`src/rtl/record_speak_pkg.sv`:
```
// Shared types and constants for the press-to-talk record/playback controller.
//   - state_e       : controller state encoding (exported on the state port)
//   - MIC_MID       : mid-scale code of the default 12-bit offset-binary sample
//   - LEVEL_*       : volume-meter mapping constants
//   - sample_mid()  : mid-scale code for an arbitrary sample width
//   - level_map()   : windowed peak amplitude -> bar count
package record_speak_pkg;

  typedef enum logic [1:0] {
    StIdle   = 2'd0,
    StRecord = 2'd1,
    StPlay   = 2'd2
  } state_e;

  localparam int unsigned MIC_SAMPLE_W = 12;
  localparam int unsigned MIC_MID      = 1 << (MIC_SAMPLE_W - 1);

  localparam int unsigned LEVEL_DEADZONE = 64;
  localparam int unsigned LEVEL_SHIFT    = 7;
  localparam int unsigned LEVEL_MAX      = 16;

  function automatic int unsigned sample_mid(input int unsigned width);
    return 1 << (width - 1);
  endfunction

  // Peaks below the dead zone read as silence; otherwise one bar per 128 codes,
  // rounded up and capped at full scale.
  function automatic logic [4:0] level_map(input int unsigned peak);
    int unsigned bars;
    if (peak < LEVEL_DEADZONE) begin
      return 5'd0;
    end
    bars = (peak >> LEVEL_SHIFT) + 1;
    if (bars > LEVEL_MAX) begin
      bars = LEVEL_MAX;
    end
    return 5'(bars);
  endfunction

endpackage

```
`src/rtl/record_speak_ctrl_level_meter.sv`:
```
// Windowed peak volume meter.
// Ports:
//   clk        : system clock
//   reset      : synchronous active-high reset
//   in_valid   : strobe qualifying in_sample
//   in_sample  : unsigned offset-binary sample
//   level      : displayed bar count 0..16, updated the cycle after a window end
// Each window spans WINDOW strobes. The displayed level jumps up immediately to a
// louder window's value but falls back by only one bar per quieter window.
module level_meter
  import record_speak_pkg::*;
#(
  parameter int unsigned SAMPLE_W = 12,
  parameter int unsigned WINDOW   = 2000
) (
  input  logic                clk,
  input  logic                reset,
  input  logic                in_valid,
  input  logic [SAMPLE_W-1:0] in_sample,
  output logic [4:0]          level
);

  localparam int unsigned CntW = (WINDOW > 1) ? $clog2(WINDOW) : 1;
  localparam logic [CntW-1:0] WinLast = CntW'(WINDOW - 1);
  localparam logic [SAMPLE_W-1:0] Mid = SAMPLE_W'(sample_mid(SAMPLE_W));
  localparam logic [SAMPLE_W-2:0] AmpMax = '1;

  logic [CntW-1:0]     win_cnt_q, win_cnt_d;
  logic [SAMPLE_W-2:0] peak_q, peak_d;
  logic [4:0]          level_q, level_d;

  logic [SAMPLE_W-1:0] diff;
  logic [SAMPLE_W-2:0] amp;
  logic [SAMPLE_W-2:0] peak_max;
  logic [4:0]          new_level;

  always_comb begin
    // A sample of 0 is one code further from mid than full-scale positive;
    // clamp so the amplitude fits SAMPLE_W-1 bits.
    diff      = (in_sample >= Mid) ? (in_sample - Mid) : (Mid - in_sample);
    amp       = diff[SAMPLE_W-1] ? AmpMax : diff[SAMPLE_W-2:0];
    peak_max  = (amp > peak_q) ? amp : peak_q;
    new_level = level_map(32'(peak_max));

    win_cnt_d = win_cnt_q;
    peak_d    = peak_q;
    level_d   = level_q;

    if (in_valid) begin
      if (win_cnt_q == WinLast) begin
        win_cnt_d = '0;
        peak_d    = '0;
        // level_q == 0 always takes the first branch, so no underflow.
        level_d   = (new_level >= level_q) ? new_level : (level_q - 5'd1);
      end else begin
        win_cnt_d = win_cnt_q + 1'b1;
        peak_d    = peak_max;
      end
    end
  end

  always_ff @(posedge clk) begin
    if (reset) begin
      win_cnt_q <= '0;
      peak_q    <= '0;
      level_q   <= '0;
    end else begin
      win_cnt_q <= win_cnt_d;
      peak_q    <= peak_d;
      level_q   <= level_d;
    end
  end

  assign level = level_q;

endmodule

```
`src/rtl/record_speak_ctrl.sv`:
```
// Press-to-talk record/playback controller.
// Holding btn records mic samples into an external sample RAM; releasing it
// plays the recording back to the speaker path, then returns to idle.
// Ports:
//   clk, reset   : clock and synchronous active-high reset
//   sample_tick  : one-cycle sample-rate strobe
//   mic_in       : mic sample, valid with sample_tick
//   btn          : debounced talk button (level)
//   mem_we/mem_addr/mem_wdata : RAM write port (registered)
//   mem_rdata    : RAM read data for the currently presented mem_addr
//   spk_out      : speaker sample, mid-scale when not playing
//   spk_valid    : one-cycle strobe when spk_out updates
//   state        : 0 idle, 1 record, 2 play
//   level        : volume-meter bar count 0..16
module record_speak_ctrl
  import record_speak_pkg::*;
#(
  parameter int unsigned ADDR_W   = 12,
  parameter int unsigned SAMPLE_W = 12,
  parameter int unsigned WINDOW   = 2000
) (
  input  logic                clk,
  input  logic                reset,
  input  logic                sample_tick,
  input  logic [SAMPLE_W-1:0] mic_in,
  input  logic                btn,
  output logic                mem_we,
  output logic [ADDR_W-1:0]   mem_addr,
  output logic [SAMPLE_W-1:0] mem_wdata,
  input  logic [SAMPLE_W-1:0] mem_rdata,
  output logic [SAMPLE_W-1:0] spk_out,
  output logic                spk_valid,
  output logic [1:0]          state,
  output logic [4:0]          level
);

  localparam logic [SAMPLE_W-1:0] Mid = SAMPLE_W'(sample_mid(SAMPLE_W));
  localparam logic [ADDR_W:0] DepthCnt = {1'b1, {ADDR_W{1'b0}}};

  state_e              state_q, state_d;
  logic                btn_q;
  logic [ADDR_W:0]     wr_cnt_q, wr_cnt_d;
  logic [ADDR_W:0]     rd_cnt_q, rd_cnt_d;
  logic [ADDR_W:0]     len_q, len_d;
  logic                rd_pend_q, rd_pend_d;
  logic                mem_we_q, mem_we_d;
  logic [ADDR_W-1:0]   mem_addr_q, mem_addr_d;
  logic [SAMPLE_W-1:0] mem_wdata_q, mem_wdata_d;
  logic [SAMPLE_W-1:0] spk_out_q, spk_out_d;
  logic                spk_valid_q, spk_valid_d;

  logic                press;
  logic                meter_valid;
  logic [SAMPLE_W-1:0] meter_sample;

  assign press = btn & ~btn_q;

  always_comb begin
    state_d     = state_q;
    wr_cnt_d    = wr_cnt_q;
    rd_cnt_d    = rd_cnt_q;
    len_d       = len_q;
    rd_pend_d   = 1'b0;
    mem_we_d    = 1'b0;
    mem_addr_d  = mem_addr_q;
    mem_wdata_d = mem_wdata_q;
    spk_out_d   = spk_out_q;
    spk_valid_d = 1'b0;

    case (state_q)
      StIdle: begin
        // A tick coinciding with the press is not recorded.
        if (press) begin
          wr_cnt_d = '0;
          state_d  = StRecord;
        end
      end

      StRecord: begin
        if (sample_tick) begin
          mem_we_d    = 1'b1;
          mem_addr_d  = wr_cnt_q[ADDR_W-1:0];
          mem_wdata_d = mic_in;
          wr_cnt_d    = wr_cnt_q + 1'b1;
        end
        // wr_cnt_d already counts a write issued this cycle, so a release on
        // the same cycle as a tick keeps that sample.
        if (!btn || (wr_cnt_d == DepthCnt)) begin
          if (wr_cnt_d != '0) begin
            len_d    = wr_cnt_d;
            rd_cnt_d = '0;
            state_d  = StPlay;
          end else begin
            state_d = StIdle;
          end
        end
      end

      StPlay: begin
        if (sample_tick && (rd_cnt_q != len_q)) begin
          mem_addr_d = rd_cnt_q[ADDR_W-1:0];
          rd_cnt_d   = rd_cnt_q + 1'b1;
          rd_pend_d  = 1'b1;
        end
        if (rd_pend_q) begin
          spk_out_d   = mem_rdata;
          spk_valid_d = 1'b1;
        end
        // Last sample is on spk_out this cycle and nothing is in flight.
        if (spk_valid_q && !rd_pend_q && (rd_cnt_q == len_q)) begin
          spk_out_d = Mid;
          state_d   = StIdle;
        end
      end

      default: begin
        state_d = StIdle;
      end
    endcase
  end

  always_ff @(posedge clk) begin
    if (reset) begin
      state_q     <= StIdle;
      // Treat the button as already held so a press held across reset exit
      // does not start a recording.
      btn_q       <= 1'b1;
      wr_cnt_q    <= '0;
      rd_cnt_q    <= '0;
      len_q       <= '0;
      rd_pend_q   <= 1'b0;
      mem_we_q    <= 1'b0;
      mem_addr_q  <= '0;
      mem_wdata_q <= '0;
      spk_out_q   <= Mid;
      spk_valid_q <= 1'b0;
    end else begin
      state_q     <= state_d;
      btn_q       <= btn;
      wr_cnt_q    <= wr_cnt_d;
      rd_cnt_q    <= rd_cnt_d;
      len_q       <= len_d;
      rd_pend_q   <= rd_pend_d;
      mem_we_q    <= mem_we_d;
      mem_addr_q  <= mem_addr_d;
      mem_wdata_q <= mem_wdata_d;
      spk_out_q   <= spk_out_d;
      spk_valid_q <= spk_valid_d;
    end
  end

  // The meter follows the speaker during playback and the mic otherwise.
  assign meter_valid  = (state_q == StPlay) ? spk_valid_q : sample_tick;
  assign meter_sample = (state_q == StPlay) ? spk_out_q : mic_in;

  level_meter #(
    .SAMPLE_W (SAMPLE_W),
    .WINDOW   (WINDOW)
  ) u_level_meter (
    .clk       (clk),
    .reset     (reset),
    .in_valid  (meter_valid),
    .in_sample (meter_sample),
    .level     (level)
  );

  assign mem_we    = mem_we_q;
  assign mem_addr  = mem_addr_q;
  assign mem_wdata = mem_wdata_q;
  assign spk_out   = spk_out_q;
  assign spk_valid = spk_valid_q;
  assign state     = state_q;

endmodule

```
`config.mk`:
```
export PLATFORM = sky130hd
export DESIGN_NAME = record_speak_ctrl
export DESIGN_NICKNAME = d
export VERILOG_FILES = /design/src/rtl/record_speak_pkg.sv /design/src/rtl/record_speak_ctrl_level_meter.sv /design/src/rtl/record_speak_ctrl.sv
export SDC_FILE = /design/constraint.sdc
export NUM_CORES = 1
export LEC_CHECK = 0
export CAP_MARGIN = 0
export CELL_PAD_IN_SITES_DETAIL_PLACEMENT = 0
export CELL_PAD_IN_SITES_GLOBAL_PLACEMENT = 1
export CORE_UTILIZATION = 45
export DETAILED_ROUTE_END_ITERATION = 16
export GPL_TIMING_DRIVEN = 0
export PLACE_DENSITY_LB_ADDON = 0.25
export SLEW_MARGIN = 20
export SYNTH_ARGS = -nofsm -noshare
export SYNTH_HDL_FRONTEND = slang
export SYNTH_SLANG_ARGS = --single-unit
```
`constraint.sdc`:
```
create_clock -name clk -period 13.8 [get_ports clk]
set_input_delay 3.45 -clock clk [delete_from_list [all_inputs] [get_ports clk]]
set_output_delay 3.45 -clock clk [all_outputs]
set_load 0.005 [all_outputs]
```
==> metrics.txt <==
run status finished, final reports clean; largest family of logic cells by synthesized area simple AND/OR/NAND/NOR gates; number of synthesized flops with an enable pin 0; drc violations 0; Initial Util between 40% and 50%; Tcrit/Tclk final 72.2%; CP bufs+invs 4; compound-gate portion of the synthesized area 19.3%; largest net degree at the start of global routing 17; clock-pin slew on the worst setup and hold paths 0.07 ns; P_leak 2.75 nW; total power draw ~0.00076 W; P&R area growth vs syn 19.6%; first-pass GRT wire length 27800 µm; CTS resizes 0; clk_skew roughly 0.0053 ns; CORE AREA 13200 µm²; Max IR drop VDD 0.0787 mV; Pre-Repair DR Iteration Count 5; Finished Layout Cells 1005; number of I/O pins 73; Worst-Skew Late Latency ~0.35 ns; Mapped Avg Cell Area 8.13 µm²; die area 13900 µm²; dpl cells 991; flops & latches, synth 108; crit end category flop; most frequent cells after synthesis dfxtp_1 (108), nand2_1 (97), nor2_1 (97); FP Rows 42; Critical Path Fanout Max 6; Synth Area in Simple Gates 23.1%; WP data arrival between 10 and 15 ns; Worst Tran Pin Value 0.839 ns; Total Wirelength 17300 µm; Hold Fails Final Rpt 0; Post-CTS Setup Bufs 0; die height 118 µm; total gr overflow 0; Yosys cell types 61; Synth Area in Adders 4.96%; width of the die 118 µm; port buffer count 71; CTS sink count 108; yosys warns 0; XOR/XNOR Fraction of Synth Area 7.24%; final net count 878; fmax 100 MHz; number of buffers created by CTS 9; ranking of synthesized cells by area dfxtp_1 (36%), nand2_1 (6.0%), nor2_1 (6.0%); clk root buf clkbuf_16; Ant. Diodes 0; CP max-delay cell o31ai_1; RSZ-0062 raised after global routing no; Hold Crit Class flop to flop; Pins Over Slew Limit 0; Post-Syn Nets 796; maxcap violations 0; antenna viol nets, final 0; Syn Inst Count 744; setup TNS 0 ns; Via Count 5634; PD cells 104 nW/µm²; Slew headroom 42.4%; Seq/Total Area, Yosys between 30 and 40%; number of global-route vias before repair roughly 5400; Req. time, crit path 14.06 ns; Via density 5.61; hold_ws 0.457 ns; GPL Wtd Cong 0.840; mux contribution to synthesized area 4.90%; most common cell in the netlist dfxtp_1; Netlist Area Pre-Place slightly above 6000 µm²; # hold bufs at CTS 0; mean routed wirelength per cell 17.2 µm; critical path startpoint category input pin; asr flop ratio synth 0%; initial antenna violation count 0; layout cell share with drive strength beyond 1 between 5 and 6%; CP peak stage delay 0.61 ns; final setup vio count 0; critical path's top delay family compound AO/OA/AOI/OAI gates; Initial DRC Count 340; GRT Total Usage 25.3%; post-DP HPWL ~13000 µm; Final min period roughly 10 ns; Crit Path Class input pin to flop; deepest clock path buffer count 2; share of the synthesized area in the top cell type between 30% and 40%; post-synth top area cell dfxtp_1; Top FF cell, synth dfxtp_1; Most common cell on crit path ha_1; CTS tree done; H-tree depth 3
==> power by group <==
part | total [W] | switching [W] | internal [W]
combinational | 0.000192 | 0.000114 | 0.0000778
clock | 0.000239 | 0.000117 | 0.000122
sequential | 0.000325 | 0.00000578 | 0.000320
==> logic make-up after synthesis <==
family	count (synthesis)
adders and majority gates	24
xor gates and xnor gates	50
DFF	108
and+or+nand+nor	295
AOI/OAI and AO/OA	169
muxes	29
buffers and inverters	69
==> registers in the layout (all words and copies together), names as in the netlist <==
register                 count
u_level_meter.level          5
u_level_meter.peak_q        11
mem_addr                    12
u_level_meter.win_cnt_q     11
rd_cnt_q                    13
spk_valid                    1
rd_pend_q                    1
spk_out                     12
btn_q                        1
state                        2
wr_cnt_q                    13
mem_wdata                   12
mem_we                       1
len_q                       13
==> path summary, 6_finish.rpt <==
kind                startpoint                endpoint  slack [ns]  depth (start not counted)
setup / recovery     mic_in[0]  u_level_meter.level[2]        3.84                         27
hold / removal    mem_wdata[7]            mem_wdata[7]        0.46                          2
hold reg to reg   mem_wdata[7]            mem_wdata[7]        0.46                          2
setup reg to reg      state[0]  u_level_meter.level[2]        5.59                         30
==> per-stage QoR <==
step	setup slack (ns)	utilization (%)	instance area, µm²
after floorplan	5.04	-	6050
after global placement	3.73	52.9	6980
after detailed placement	3.58	52.9	6980
after CTS	3.93	54.9	7240
after global routing	3.26	54.9	7240
final	3.84	54.9	7240
==> final cells by class <==
class                   instances  area, µm²
plain buffers                  40        184
clock inverters                 3       25.0
repair buffers                 71        711
inverters                      29        109
flip-flops and latches        108       2160
well taps                     176        220
fillers                      1277       5950
clock buffers                  11        233
multi-input cells             567       3600
==> layer usage <==
metal  global-route usage, %  vias up  part of all wire (%)
li1                        -     2805                     -
met4                    8.49        0                   2.6
met2                    44.6      110                    50
met3                    4.60       28                   3.2
met5                       0        -                     0
met1                    30.9     2691                    44
==> worst reg2reg max path, delay by kind of cell (launching register included) <==
family | cells | cell delay (ns)
AO/OA/AOI/OAI | 12 | 3.33
buffers and inverters | 6 | 1.71
AND/OR/NAND/NOR | 6 | 1.14
adder cells (fa/ha/maj) | 4 | 1.10
flip-flops | 1 | 0.36
multiplexers | 1 | 0.31
XOR/XNOR | 1 | 0.18
==> cells in the final DEF (no fill, tap or decap), types with 4 or more instances in the layout <==
cell and instances:
mux2i_1 24, a21o_1 5, o21ai_1 5, and4_1 6, a22o_1 11, ha_1 24
a22oi_1 19, or2_2 6, o31ai_1 8, o21ai_0 21, nand2_1 97, xnor2_1 28
mux2_2 5, nor3_1 7, nand3_1 17, or4_1 4, xor2_1 22, nor2_1 97
buf_2 6, and3_1 8, a21oi_1 50, nand4_1 14, dfxtp_1 108, a211oi_1 9
a311oi_1 14, or3_1 5, inv_1 29, clkbuf_1 32, nand2b_1 8, and2_1 6
nor4_1 8, clkdlybuf4s50_1 71, clkbuf_16 9
No activity file was read; power rests on OpenSTA's default activity.
